==> config.mk <==
export PLATFORM = sky130hd
export DESIGN_NAME = mem_arbiter
export DESIGN_NICKNAME = d
export VERILOG_FILES = /design/src/rtl/mem_arbiter.sv
export SDC_FILE = /design/constraint.sdc
export NUM_CORES = 1
export LEC_CHECK = 0
export CORE_UTILIZATION = 43
export CTS_BUF_LIST = sky130_fd_sc_hd__clkbuf_2
export DETAILED_ROUTE_END_ITERATION = 6
export PLACE_DENSITY = 0.95
export SYNTH_ARGS = -nofsm -noshare
export SYNTH_HDL_FRONTEND = slang
export SYNTH_SLANG_ARGS = --single-unit
==> constraint.sdc <==
create_clock -name clock -period 2.5 [get_ports clock]
set_clock_uncertainty 0.1 [all_clocks]
set_input_delay 0.375 -clock clock [delete_from_list [all_inputs] [get_ports clock]]
set_output_delay 0.375 -clock clock [all_outputs]
set_load 0.03 [all_outputs]
==> src/rtl/mem_arbiter.sv <==
// mem_arbiter: shares one single-ported memory between an instruction-fetch
// port (I, read-only) and a load/store port (D, read/write).
// Each access is latched in IDLE, strobed with mem_start in START, then
// completed on a memory response or a timeout in WAIT.
// Optional feature macro: MEM_ARB_RR_EN (round-robin arbitration under
// contention). Without it, D always wins over I.
module mem_arbiter #(
  parameter int WORD_SIZE      = 32,
  parameter int TIMEOUT_CYCLES = 16,
  parameter int CNT_W          = 5
) (
  input  logic                 clock,
  input  logic                 reset_n,
  input  logic                 i_req,
  input  logic [WORD_SIZE-1:0] i_addr,
  output logic [WORD_SIZE-1:0] i_rdata,
  output logic                 i_done,
  output logic                 i_err,
  input  logic                 d_req,
  input  logic                 d_we,
  input  logic [WORD_SIZE-1:0] d_addr,
  input  logic [WORD_SIZE-1:0] d_wdata,
  output logic [WORD_SIZE-1:0] d_rdata,
  output logic                 d_done,
  output logic                 d_err,
  output logic                 mem_start,
  output logic                 mem_write_enabled,
  output logic [WORD_SIZE-1:0] mem_address,
  output logic [WORD_SIZE-1:0] mem_input_data,
  input  logic                 mem_valid,
  input  logic [WORD_SIZE-1:0] mem_output_data,
  input  logic                 mem_err_invalid_address,
  output logic                 busy,
  output logic                 grant
);

  typedef enum logic [1:0] {S_IDLE, S_START, S_WAIT} state_t;

  state_t           r_state;
  state_t           w_state_next;
  logic [CNT_W-1:0] r_cnt;
  logic             w_arb;
  logic             w_pick_d;
  logic             w_resp;
  logic             w_timeout;
  logic             w_finish;
  logic             w_fin_err;
  logic [WORD_SIZE-1:0] w_fin_rdata;

  // The done pulse blocks arbitration for one cycle so a requester can
  // drop or renew its request before the next grant.
  assign w_arb = (r_state == S_IDLE) && (i_req || d_req) && !(i_done || d_done);

`ifdef MEM_ARB_RR_EN
  logic r_last_grant;

  // Under contention the port that did not win last time gets the grant.
  assign w_pick_d = d_req && (!i_req || !r_last_grant);

  // Remember the most recent winner for the next contention.
  always_ff @(posedge clock) begin
    if (!reset_n)   r_last_grant <= 1'b0;
    else if (w_arb) r_last_grant <= w_pick_d;
  end
`else
  assign w_pick_d = d_req;
`endif

  // Counter holds 0 in the first WAIT cycle, so the last WAIT cycle before a
  // forced completion is at TIMEOUT_CYCLES-2; done then lands exactly
  // TIMEOUT_CYCLES cycles after mem_start.
  assign w_resp      = mem_valid || mem_err_invalid_address;
  assign w_timeout   = (r_cnt == CNT_W'(TIMEOUT_CYCLES - 2));
  assign w_finish    = (r_state == S_WAIT) && (w_resp || w_timeout);
  // Completing without mem_valid means an address error or a timeout; error
  // also wins when both response lines are high.
  assign w_fin_err   = mem_err_invalid_address || !mem_valid;
  assign w_fin_rdata = (w_fin_err || mem_write_enabled) ? '0 : mem_output_data;

  // State register.
  always_ff @(posedge clock) begin
    if (!reset_n) r_state <= S_IDLE;
    else          r_state <= w_state_next;
  end

  // Next-state logic.
  always_comb begin
    w_state_next = r_state;
    case (r_state)
      S_IDLE:  if (w_arb) w_state_next = S_START;
      S_START: w_state_next = S_WAIT;
      S_WAIT:  if (w_finish) w_state_next = S_IDLE;
      default: w_state_next = S_IDLE;
    endcase
  end

  // State-decoded outputs.
  always_comb begin
    mem_start = (r_state == S_START);
    busy      = (r_state != S_IDLE);
  end

  // Request latch, timeout counter and per-port completion registers.
  always_ff @(posedge clock) begin
    if (!reset_n) begin
      grant             <= 1'b0;
      mem_write_enabled <= 1'b0;
      mem_address       <= '0;
      mem_input_data    <= '0;
      r_cnt             <= '0;
      i_done            <= 1'b0;
      i_err             <= 1'b0;
      i_rdata           <= '0;
      d_done            <= 1'b0;
      d_err             <= 1'b0;
      d_rdata           <= '0;
    end else begin
      i_done  <= 1'b0;
      i_err   <= 1'b0;
      i_rdata <= '0;
      d_done  <= 1'b0;
      d_err   <= 1'b0;
      d_rdata <= '0;
      if (w_arb) begin
        grant             <= w_pick_d;
        mem_address       <= w_pick_d ? d_addr : i_addr;
        mem_write_enabled <= w_pick_d && d_we;
        mem_input_data    <= w_pick_d ? d_wdata : '0;
      end
      if (r_state == S_START)     r_cnt <= '0;
      else if (r_state == S_WAIT) r_cnt <= r_cnt + 1'b1;
      if (w_finish) begin
        if (grant) begin
          d_done  <= 1'b1;
          d_err   <= w_fin_err;
          d_rdata <= w_fin_rdata;
        end else begin
          i_done  <= 1'b1;
          i_err   <= w_fin_err;
          i_rdata <= w_fin_rdata;
        end
      end
    end
  end

endmodule
==> results.md <==
- Outcome: finished clean
- Routed Antenna Nets: 0
- GRT overflow: 0
- Switching share of power: 29.6%
- Core Util, Final: between 70% and 80%
- Post-synthesis sequential area ratio: 56.8%
- Final cell count without fillers: 843
- Worst-margin pin slew: 0.533 ns
- CTS buffer count: 17
- Share of flip-flops with an asynchronous set or reset: 0%
- CP Capture Type: output pin
- Power per standard cell area: just over 600 nW/um^2
- Final Net Count: 827
- Largest net degree at the start of global routing: 35
- Worst rel slew slack: around 64%
- FILL cells: 760
- Peak supply drop: about 0.48 mV
- RSZ-0062 raised after global routing: no
- Via count: around 4300
- Flop pwr share: 49.5%
- Family with the most delay on the worst path: buffers and inverters
- Layout cells sized above 1: 11.8%
- Die area: 12000 um^2
- Buffers on Ports: 270
- Number of global-route vias before repair: ~4400
- CTS tree: done
- Setup Buffers After CTS: 0
- CP max FO: 2
- WP data arrival: approximately 1.8 ns
- Cell variety after synth: 36
- DRT Pass-1 Iters: 5
- CTS max path bufs: 2
- Worst setup SP type: register
- Post-synth net total: between 500 and 600
- Min-Delay Path Class: in2reg
- CP max stage cell: clkdlybuf4s50_1
- Setup violators final: 0
- Initial antenna violation count: 0
- # rows: 38
- Wire per inst: 17.0 um
- Die width: ~110 um
- Top cell type's share of synthesized area: 56.8%
- Routability-driven placement congestion ratio: 0.803
- Clk sinks: 141
- FMAX: 0.438 GHz
- Worst-path clk slew: 0.18 ns
- Mapped cell area: 4970 um^2
- DRT Wirelength: around 14 mm
- Initial Util: about 45%
- Psw: 1.47 mW
- CP max stage delay: about 0.73 ns
- Total power: 4.97 mW
- CTS H-tree depth: 4
- Req. time, crit path: between 2 and 2.5 ns
- Setup TNS: 0 ns
- Avg Cell Area, Syn: around 12 um^2
- Largest area contributor in the netlist: dfxtp_1
- Gate Count Post-Synth: 423
- Max Transition Viols Final: 0
- Max-Cap Viols: 0
- Post-DR vias/cell: 5.08
- Clk_lat worst skew: 0.64 ns
- Final worst path period share: 91.3%
- CTS root buf: clkbuf_2
- # DRC: 0
- Post-synth top flop: dfxtp_1
- Period minus WS final: 2.28 ns
- N_diodes: 0
- Ranking of synthesized cells by area: dfxtp_1 57%, and2_1 8.4%, a211oi_2 7.6%
- Buffers & Inverters on Critical Path: 1
- P_int: 3.50 mW
- Area growth, synth to finish: 61.1%
- Die Y: 110 um
- Final hold vios: 0
- Placed cells: 811
- Core Footprint: about 11000 um^2
- Total GRT Usage: between 20% and 30%
- #FFs+latches synth: 141
- Leakage: 3.14 nW
- CP Cell Sequence: clkdlybuf4s50_1
- Clock power share: 27.7%
- Yosys warns: 0
- HPWL after detailed placement: around 11 mm
- Comb power frac: between 20% and 30%
- Crit Path Category: reg2out
- First-pass GRT wire length: 21.4 mm
- DRT iter0 DRCs: 230
- Ports: 271
- EDFF count, synth: 0
==> worst reg2reg max path, delay by kind of cell (launching register included) <==
family,cells,cell delay (ns)
flops,1,0.42
buf+inv,1,0.31
simple gates,3,0.80
==> cell usage after synthesis, types with 3 or more instances <==
master	number
dfxtp_1	141
and2_1	67
a21oi_1	36
a22o_1	33
mux2i_1	32
a211oi_2	30
buf_2	14
clkbuf_1	10
buf_6	7
nand2_1	7
inv_1	4
nor2_1	4
a211oi_1	3
a31oi_1	3
and3_1	3
buf_4	3
nand3_1	3
==> cells by family after synthesis <==
logic type | synth area share, %
DFF | 56.8
and+or+nand+nor | 12.7
buffers and inverters | 4.51
xor gates and xnor gates | 0.176
AOI/OAI and AO/OA | 18.9
muxes | 6.45
adders and majority gates | 0.503
==> metrics by stage <==
| stage | setup WS [ns] | cell area [um^2] | hold WS (ns) |
|---|---|---|---|
| 2_1_floorplan | 0.916 | 4970 | 0.381 |
| 3_3_place_gp | 0.470 | 7750 | 0.361 |
| 3_5_place_dp | 0.384 | 7750 | 0.366 |
| 4_1_cts | 0.0202 | 8010 | 0.0570 |
| 5_1_grt | 0.0592 | 8010 | 0.0342 |
| 6_report | 0.218 | 8010 | 0.127 |
==> cells in the final DEF, fill, tap and decap left out, types with 2 or more instances in the layout <==
master / count
clkdlybuf4s50_1: 265
dfxtp_1: 139
and2_1: 66
a21oi_1: 36
a22o_1: 33
mux2i_1: 32
a211oi_2: 30
clkbuf_2: 19
buf_4: 11
nand2_1: 7
nor2_1: 4
inv_1: 3
a211oi_1: 3
nand3_1: 3
a31oi_1: 3
and3_1: 3
bufinv_16: 3
clkinvlp_4: 3
clkinv_4: 3
dlygate4sd2_1: 3
o21ai_0: 2
or4b_1: 2
a21o_1: 2
ha_1: 2
inv_6: 2
dfxtp_2: 2
==> flip-flops by register name (all words and copies together), names as in the netlist <==
name	cells
mem_address	32
i_err	1
r_cnt	5
mem_write_enabled	1
d_err	1
mem_input_data	32
grant	1
i_rdata	32
r_state	2
d_rdata	32
i_done	1
d_done	1
==> cell type report <==
cell class	instances	area, um^2	share of cell area, %
Clock inverter	13	165	2.06
Multi-Input combinational cell	244	1930	24.1
Sequential cell	141	2830	35.3
Tap cell	140	175	2.19
Clock buffer	19	95.1	1.19
Timing Repair Buffer	282	2800	35.0
Inverter	4	15.0	0.188
==> final timing paths <==
| check | startpoint | end | slack, ns | cells past startpoint |
|---|---|---|---|---|
| setup / recovery | i_done | i_done | 0.22 | 1 |
| hold / removal | d_req | r_state[0] | 0.13 | 3 |
| setup reg to reg | r_state[0] | d_rdata[7] | 0.83 | 4 |
| hold reg to reg | mem_input_data[9] | mem_input_data[9] | 0.41 | 1 |
==> layer usage <==
layer | vias to the layer above | part of all wire [%] | global-route usage, %
li1 | 2026 | - | -
met4 | 0 | 1.9 | 9.24
met1 | 2017 | 36 | 23.4
met5 | - | 0 | 0
met2 | 214 | 50 | 42.2
met3 | 29 | 12 | 12.0
==> timing repair <==
item | CTS | global route
pin swaps | 0 | 0
resized for setup | 5 | 1
endpoints found under the hold margin | 0 | 0
hold buffers | 0 | 0
setup endpoints to repair | 3 | 1
==> power by group through the flow <==
| stage | clock network, mW | registers, mW | logic [mW] |
|---|---|---|---|
| global placement | 0 | 2.49 | 1.11 |
| global route | 1.54 | 2.48 | 1.19 |
| detailed placement | 0 | 2.50 | 1.14 |
| CTS | 1.43 | 2.46 | 1.14 |
| floorplan | 0 | 2.72 | 0.393 |
| finish | 1.38 | 2.46 | 1.13 |
Power figures use the tool's default switching activity.
